[config.mk]
export PLATFORM = sky130hd
export DESIGN_NAME = load_store_unit
export DESIGN_NICKNAME = d
export VERILOG_FILES = /design/src/rtl/load_store_unit_pkg.sv /design/src/rtl/lsu_byte_lane.sv /design/src/rtl/load_store_unit.sv
export SDC_FILE = /design/constraint.sdc
export NUM_CORES = 1
export LEC_CHECK = 0
export CAP_MARGIN = 15
export CORE_ASPECT_RATIO = 0.5
export CORE_MARGIN = 1.5
export CORE_UTILIZATION = 39
export DETAILED_ROUTE_END_ITERATION = 8
export PLACE_DENSITY = 0.81
export REMOVE_ABC_BUFFERS = 1
export SYNTH_ARGS = -nofsm -noshare
export SYNTH_HDL_FRONTEND = slang
export SYNTH_SLANG_ARGS = --single-unit
[constraint.sdc]
create_clock -name clk -period 4 [get_ports clk]
set_clock_uncertainty 0.2 [all_clocks]
set_input_delay 0.8 -clock clk [delete_from_list [all_inputs] [get_ports clk]]
set_output_delay 0.8 -clock clk [all_outputs]
set_load 0.005 [all_outputs]
[src/rtl/load_store_unit_pkg.sv]
// Shared definitions for the load/store unit: FSM states, access width codes
// and the byte-mask helper used by the lane logic.
package load_store_unit_pkg;

    typedef enum logic [1:0] {
        IDLE   = 2'd0,
        ACCESS = 2'd1,
        HOLD   = 2'd2
    } lsuState_t;

    localparam logic [1:0] WIDTH_BYTE = 2'b00;
    localparam logic [1:0] WIDTH_HALF = 2'b01;
    localparam logic [1:0] WIDTH_WORD = 2'b10;

    // Lanes touched by an access of the given width at byte offset 0.
    function automatic logic [3:0] baseMask(input logic [1:0] widthCode);
        logic [3:0] mask;
        case (widthCode)
            WIDTH_WORD: mask = 4'b1111;
            WIDTH_HALF: mask = 4'b0011;
            WIDTH_BYTE: mask = 4'b0001;
            default:    mask = 4'b0000;
        endcase
        return mask;
    endfunction

endpackage

[src/rtl/lsu_byte_lane.sv]
// Byte-lane steering: shifts the width mask and store data to the addressed
// lanes and flags accesses that would spill into the next word.
module lsu_byte_lane
    import load_store_unit_pkg::*;
(
    input  logic [1:0]  widthCode,
    input  logic [1:0]  byteOffset,
    input  logic [31:0] storeData,
    output logic [3:0]  byteSelect,
    output logic        misaligned,
    output logic        anyLane,
    output logic [31:0] dataWrite
);

    logic [3:0] base;
    logic [6:0] mask7;

    assign base       = baseMask(widthCode);
    assign mask7      = {3'b000, base} << byteOffset;
    assign misaligned = |mask7[6:4];
    assign byteSelect = mask7[3:0];
    assign anyLane    = |base;
    assign dataWrite  = storeData << {byteOffset, 3'b000};

endmodule

[src/rtl/load_store_unit.sv]
// Load/store bus initiator: one bus cycle per load/store instruction, stalls
// the pipe while the cycle is outstanding and holds the result until the pipe steps.
module load_store_unit
    import load_store_unit_pkg::*;
#(
    parameter int TIMEOUT_CYCLES = 255
) (
    input  logic        clk,
    input  logic        rst,
    input  logic        stepPipe,
    input  logic        accessValid,
    input  logic        isLoad,
    input  logic        isStore,
    input  logic [2:0]  funct3,
    input  logic [31:0] address,
    input  logic [31:0] storeData,
    output logic        accessStall,
    output logic        accessDone,
    output logic        addressMisaligned,
    output logic        busError,
    output logic [31:0] loadData,
    output logic [31:0] memoryAddress,
    output logic [3:0]  memoryByteSelect,
    output logic        memoryWriteEnable,
    output logic        memoryReadEnable,
    output logic [31:0] memoryDataWrite,
    input  logic        memoryBusy,
    input  logic [31:0] memoryDataRead
);

    localparam int CW = $clog2(TIMEOUT_CYCLES + 1);
    localparam logic [CW-1:0] TIMEOUT_LAST = CW'(TIMEOUT_CYCLES - 1);

    lsuState_t   stateReg;
    logic [31:0] addressReg;
    logic [3:0]  byteSelectReg;
    logic [31:0] dataWriteReg;
    logic        writeReg;
    logic [CW-1:0] timeoutCountReg;
    logic        busErrorReg;
    logic        accessDoneReg;
    logic [31:0] loadDataReg;

    logic [3:0]  laneSelect;
    logic [31:0] laneData;
    logic        laneMisaligned;
    logic        laneAny;
    logic        isMemOp;
    logic        request;

    // Sign/unsigned bit only matters to writeback; the bus cycle ignores it.
    logic unusedFunct3;
    assign unusedFunct3 = funct3[2];

    lsu_byte_lane byteLane (
        .widthCode  (funct3[1:0]),
        .byteOffset (address[1:0]),
        .storeData  (storeData),
        .byteSelect (laneSelect),
        .misaligned (laneMisaligned),
        .anyLane    (laneAny),
        .dataWrite  (laneData)
    );

    assign isMemOp = accessValid && (isLoad || isStore);
    assign request = isMemOp && laneAny && !laneMisaligned;

    always_ff @(posedge clk or posedge rst) begin
        if (rst) begin
            stateReg        <= IDLE;
            addressReg      <= '0;
            byteSelectReg   <= '0;
            dataWriteReg    <= '0;
            writeReg        <= 1'b0;
            timeoutCountReg <= '0;
            busErrorReg     <= 1'b0;
            accessDoneReg   <= 1'b0;
            loadDataReg     <= '0;
        end else begin
            accessDoneReg <= 1'b0;
            case (stateReg)
                IDLE: begin
                    if (request) begin
                        addressReg      <= {address[31:2], 2'b00};
                        byteSelectReg   <= laneSelect;
                        dataWriteReg    <= laneData;
                        writeReg        <= isStore;
                        timeoutCountReg <= '0;
                        busErrorReg     <= 1'b0;
                        stateReg        <= ACCESS;
                    end
                end
                ACCESS: begin
                    if (!memoryBusy) begin
                        if (!writeReg) begin
                            loadDataReg <= memoryDataRead;
                        end
                        accessDoneReg <= 1'b1;
                        stateReg      <= HOLD;
                    end else if (timeoutCountReg == TIMEOUT_LAST) begin
                        busErrorReg   <= 1'b1;
                        accessDoneReg <= 1'b1;
                        stateReg      <= HOLD;
                    end else if (timeoutCountReg != '1) begin
                        timeoutCountReg <= timeoutCountReg + 1'b1;
                    end
                end
                HOLD: begin
                    // Only a pipe step re-arms the unit; a still-valid instruction is not replayed.
                    if (stepPipe) begin
                        stateReg <= IDLE;
                    end
                end
                default: stateReg <= IDLE;
            endcase
        end
    end

    // Enables decode straight from state so an async reset drops them at once.
    assign memoryReadEnable  = (stateReg == ACCESS) && !writeReg;
    assign memoryWriteEnable = (stateReg == ACCESS) && writeReg;
    assign accessStall       = (stateReg == ACCESS) || ((stateReg == IDLE) && request);
    assign addressMisaligned = isMemOp && laneMisaligned;
    assign accessDone        = accessDoneReg;
    assign busError          = busErrorReg;
    assign loadData          = loadDataReg;
    assign memoryAddress     = addressReg;
    assign memoryByteSelect  = byteSelectReg;
    assign memoryDataWrite   = dataWriteReg;

endmodule

# [Yosys cells after proc, flatten, opt, wreduce, memory -nomap -nowiden]
# Cells that the tools add are included.
[op_classes] add_sub_neg=1 n_eq_ne=13 n_shift=2 muxes=18 n_bitwise=2 reduce_logical=21
[op_table] cell="$mux W8" n=4
[op_table] cell="$shl A32 B5 Y32" n=1
[op_table] cell="$pmux W8 S2" n=1
[op_table] cell="$ne A2 B2 Y1 const B" n=6
[op_table] cell="$pmux W4 S3" n=1
[op_table] cell="$add A8 B1 Y8 const B" n=1
[op_table] cell="$eq A8 B8 Y1 const B" n=1
[op_table] cell="$mux W2" n=4
[op_table] cell="$ne A8 B8 Y1 const B" n=1
[op_table] cell="$logic_and A1 B1 Y1" n=7
[op_table] cell="$shl A4 B2 Y7" n=1
[op_table] cell="$mux W1" n=6
[op_table] cell="$pmux W2 S3" n=1
[op_table] cell="$reduce_and A3 Y1" n=2
[op_table] cell="$reduce_and A5 Y1" n=1
[op_table] cell="$eq A2 B1 Y1 const B" n=2
[op_table] cell="$eq A2 B2 Y1 const B" n=2
[op_table] cell="$logic_not A2 Y1" n=2
[op_table] cell="$reduce_and A4 Y1" n=1
[op_table] cell="$reduce_or A4 Y1" n=1
[op_table] cell="$ne A3 B3 Y1 const B" n=1
[op_table] cell="$reduce_or A3 Y1" n=1
[op_table] cell="$logic_not A1 Y1" n=2
[op_table] cell="$logic_or A1 B1 Y1" n=2
[op_table] cell="4 further kinds" n=5
[totals] ff_bits=111 in_bits=106 out_inout_bits=106

# [Logic depth before layout (Yosys ltp)]
[logic_depth] depth_word=8 mapped_depth=9 ltp_nobuf=6

# [Hierarchy]
# From an unflattened synthesis, not the netlist that was laid out.
[unflattened] hier_cells=519 hier_area_um2=5139.9
[modules_own_cells] mod="load_store_unit" instances=1 cells_per_inst=432 area_per_inst_um2=4445.5 seq_area_each_um2=2777.7
[modules_own_cells] mod="lsu_byte_lane" instances=1 cells_per_inst=87 area_per_inst_um2=694.4 seq_area_each_um2=0.0

# [Worst setup path after synthesis]
# OpenSTA, ideal clock, no wires.
[synth_timing] path_type="input to output" startpoint="in funct3[0]" endpoint="out accessStall" arrival_ps=2002 required_time_ps=3000 setup_slack_ps=998 cell_stages=8 n_path_buf=2 cell_sequence="inv_1 > ha_1 > nor2b_1 > o31ai_2 > and2_1 > buf_6 > buf_6 > nand2b_1"
[synth_between] elab_chain_cells=8 word_cells_on_any_way=12
[synth_rtl] item="from (decl)" line="load_store_unit.sv:14" source="input logic [2:0] funct3,"
[synth_rtl] item="$eq A2 B1 Y1 (tied with other cells)" line="load_store_unit_pkg.sv:18" source="case (widthCode)"
[synth_rtl] item="$pmux W4 S3 *" line="load_store_unit_pkg.sv:18"
[synth_rtl] item="$shl A4 B2 Y7" line="lsu_byte_lane.sv:19" source="assign mask7 = {3'b000, base} << byteOffset;"
[synth_rtl] item="$reduce_or A3 Y1" line="lsu_byte_lane.sv:20" source="assign misaligned = |mask7[6:4];"
[synth_rtl] item="$logic_not A1 Y1" line="load_store_unit.sv:66" source="assign request = isMemOp && laneAny && !laneMisaligned;"
[synth_rtl] item="$logic_and A1 B1 Y1 *" line="load_store_unit.sv:66"
[synth_rtl] item="$logic_and A1 B1 Y1 *" line="load_store_unit.sv:122" source="assign accessStall = (stateReg == ACCESS) || ((stateReg == IDLE) && request);"
[synth_rtl] item="$logic_or A1 B1 Y1 *" line="load_store_unit.sv:122"
[synth_rtl] item="to (decl)" line="load_store_unit.sv:17" source="output logic accessStall,"
# Mark *: on every way between the ends. The rest lies on a longest branch, timed or not.

# [Worst setup path after layout]
[layout_timing] startpoint="in funct3[1]" endpoint="out accessStall"
# Same word-level chain as after synthesis.

==> key figures <==
Yosys
  • Async set or reset register ratio after synthesis: 100.0%
  • Synth Instances: 391
  • Register area share after synthesis: 55.39%
  • Synth warn: 0
  • Syn Area/Cell: 12.83 µm²
  • Distinct cells, synth: 42
  • Synthesized area: 5015 µm²
  • Synth Flop Type: dfrtp_1
  • EDFF count, synth: 0
  • Synthesized flop and latch total: 111

STA
  • Fin crit period: 3763 ps
  • Fin. Hold Viols: 0
  • Max Slew Vio Count: 0
  • Period utilization: 94.08%
  • Max Fclk: 265.7 MHz
  • Setup Viol. Count Final: 0
  • Unrepaired setup endpoints after global routing: false
  • Relative slew slack: 29.30%
  • Actual slew at the worst max-slew pin: 1060 ps

Drt
  • Vias per inst: 4.901
  • DRT Pass-1 Iters: 4
  • Final antenna-violating net count: 0
  • Routed wire per std cell: 16.30 µm
  • DRT iter0 DRCs: 149
  • DRT Wirelength: 12570 µm
  • Vias: 3779
  • DRC violations left: 0

Clock network
  • Total CTS buffers: 9
  • Clock buffer depth: 2
  • CTS root buf: clkbuf_16
  • Post-cts hold buffer count: 0
  • H-tree levels: 3
  • Postcts setup bufs: 0
  • Clock Latency Late Sink: 340 ps
  • Clock-pin slew on the worst setup and hold paths: 80 ps
  • Clock net sink count: 111
  • CTS tree: built
  • Post-CTS sizing: 0

Worst setup path
  • Family with the most delay on the worst path: buffers and inverters
  • CP max-delay cell: clkdlybuf4s50_1
  • Worst Path Buf+Inv: 2
  • CP arrival: 2760 ps
  • Kind of critical path: input pin to output port
  • Largest stage delay on the critical path: 510 ps
  • CP Launch Type: input pin
  • CP required: 3000 ps
  • Max FO, Critical Path: 4
  • Worst path most repeated cell: clkdlybuf4s50_1
  • Critical-path cell list: clkdlybuf4s50_1, ha_1, nor4_1, and2_4, nand2b_1, clkdlybuf4s50_1
  • Worst setup EP type: output port

Placement
  • Final GP Congestion: 0.7865
  • IO Port Bufs: 208
  • HPWL Detailed: 9362 µm
  • Placed cell areas: 7213 µm²

Pwr
  • Power, Total: 4.378 mW
  • Worst VDD drop: 0.0002536 V
  • Pleak: 3.099 nW
  • Cell area power density: 583.9 nW/µm²

Global routing
  • Remaining global-route overflow: 0
  • Largest net degree at the start of global routing: 78
  • Initial antenna violation count: 0
  • GRT Resource Usage Total: 18.92%
  • First-pass GRT wire length: 20020 µm
  • Vias in the first global route: 3900

Floorplan
  • I/O Pins: 212
  • Die width: 163.4 µm
  • Total core area: 12590 µm²
  • Initial Util: 39.83%
  • FP Rows: 29
  • Die ar.: 13590 µm²
  • Die height: 83.19 µm

Finish
  • Area delta synth->final: 49.53%
  • N_diodes: 0
  • # nets final: 707
  • Fraction of layout cells with a size suffix above 1: 14.98%
  • Finished Cell Area: 7498 µm²

Run status
  • Status: finished clean

Run
  • Max Cap Violations: 0

Hold path
  • Worst min path class: flop to flop
cell families after synthesis:
family	synth area share (%)
other	0.07478
AO/OA/AOI/OAI	6.462
buffers and inverters	4.366
flip-flops	55.39
XOR/XNOR	0.1747
adder cells (fa/ha/maj)	1.248
multiplexers	25.15
AND/OR/NAND/NOR	7.136
cell usage after synthesis (7+ instances only):
library cell	instances	area share [%]
dfrtp_1	111	55
mux2_2	59	13
mux2_1	29	6.5
mux2i_1	27	5.4
nand2_1	21	1.6
nor2_1	16	1.2
a21oi_1	15	1.5
inv_1	14	1.0
nor2b_1	12	1.5
a211oi_1	10	1.5
o21ai_0	10	1.0
buf_6	8	1.8
buf_2	7	0.70
placed cells by master (no fill, tap or decap), types with 3 or more instances in the layout:
| cell type | instances |
|---|---|
| mux2_2 | 59 |
| mux2_1 | 29 |
| inv_1 | 13 |
| clkbuf_16 | 9 |
| a21oi_1 | 15 |
| clkdlybuf4s50_1 | 207 |
| a211oi_1 | 10 |
| nand2_1 | 21 |
| nand2b_1 | 5 |
| mux2i_1 | 27 |
| nor2b_1 | 12 |
| or3_1 | 3 |
| buf_4 | 8 |
| o21ai_0 | 10 |
| clkinvlp_4 | 5 |
| nor2_1 | 16 |
| ha_1 | 5 |
| dfrtp_1 | 111 |
routing by layer:
metal | track usage, % | wire length (µm) | vias up
li1 | - | - | 1782
met1 | 22.07 | 4976 | 1876
met2 | 33.59 | 6666 | 83
met3 | 3.896 | 388 | 38
met4 | 8.340 | 536 | 0
met5 | 0 | 0 | -
path summary, 6_finish.rpt:
| path | cells past startpoint | to | from | slack (ps) |
|---|---|---|---|---|
| min in group asynchronous | 2 | memoryAddress[9]$_DFFE_PP0P_ | rst | 700 |
| min reg2reg | 1 | memoryAddress[3]$_DFFE_PP0P_ | memoryAddress[3]$_DFFE_PP0P_ | 290 |
| max in group asynchronous | 3 | loadData[24]$_DFFE_PP0P_ | rst | 2120 |
| min | 1 | memoryAddress[3]$_DFFE_PP0P_ | memoryAddress[3]$_DFFE_PP0P_ | 290 |
| max | 6 | accessStall | funct3[1] | 240 |
| max reg2reg | 4 | memoryAddress[7]$_DFFE_PP0P_ | stateReg[0]$_DFFE_PP0P_ | 1290 |
sequential cells by signal, indices dropped and copies added (netlist names):
signal	count
accessDone	1
memoryDataWrite	32
writeReg	1
memoryByteSelect	4
busError	1
memoryAddress	30
loadData	32
timeoutCountReg	8
stateReg	2
where the power goes:
part | switching, mW | internal, mW | leakage [nW]
Combinational | 0.537 | 1.18 | 1.61
Sequential | 0.235 | 1.57 | 1.37
Clock | 0.413 | 0.441 | 0.123
final cells by class:
class	count	area, µm²
Clock buffer	10	239.0
Sequential cell	111	2778
Timing Repair Buffer	216	2137
Inverter	14	55.05
Multi-Input combinational cell	244	2031
Clock inverter	6	46.29
Fill cell	1013	5092
Tap cell	170	212.7
metrics by stage:
step | util, % | setup WS, ps | cells | hold WS (ps) | TNS [ps]
after floorplan | - | -645.4 | 369 | 282.8 | -7821
after global placement | 57.29 | 257.7 | 755 | 266.2 | 0
after detailed placement | 57.29 | 220.3 | 755 | 275.0 | 0
after CTS | 59.55 | 209.0 | 771 | 291.1 | 0
after global routing | 59.55 | 123.3 | 771 | 305.6 | 0
final | 59.55 | 236.9 | 771 | 285.7 | 0
Power figures use the tool's default switching activity.
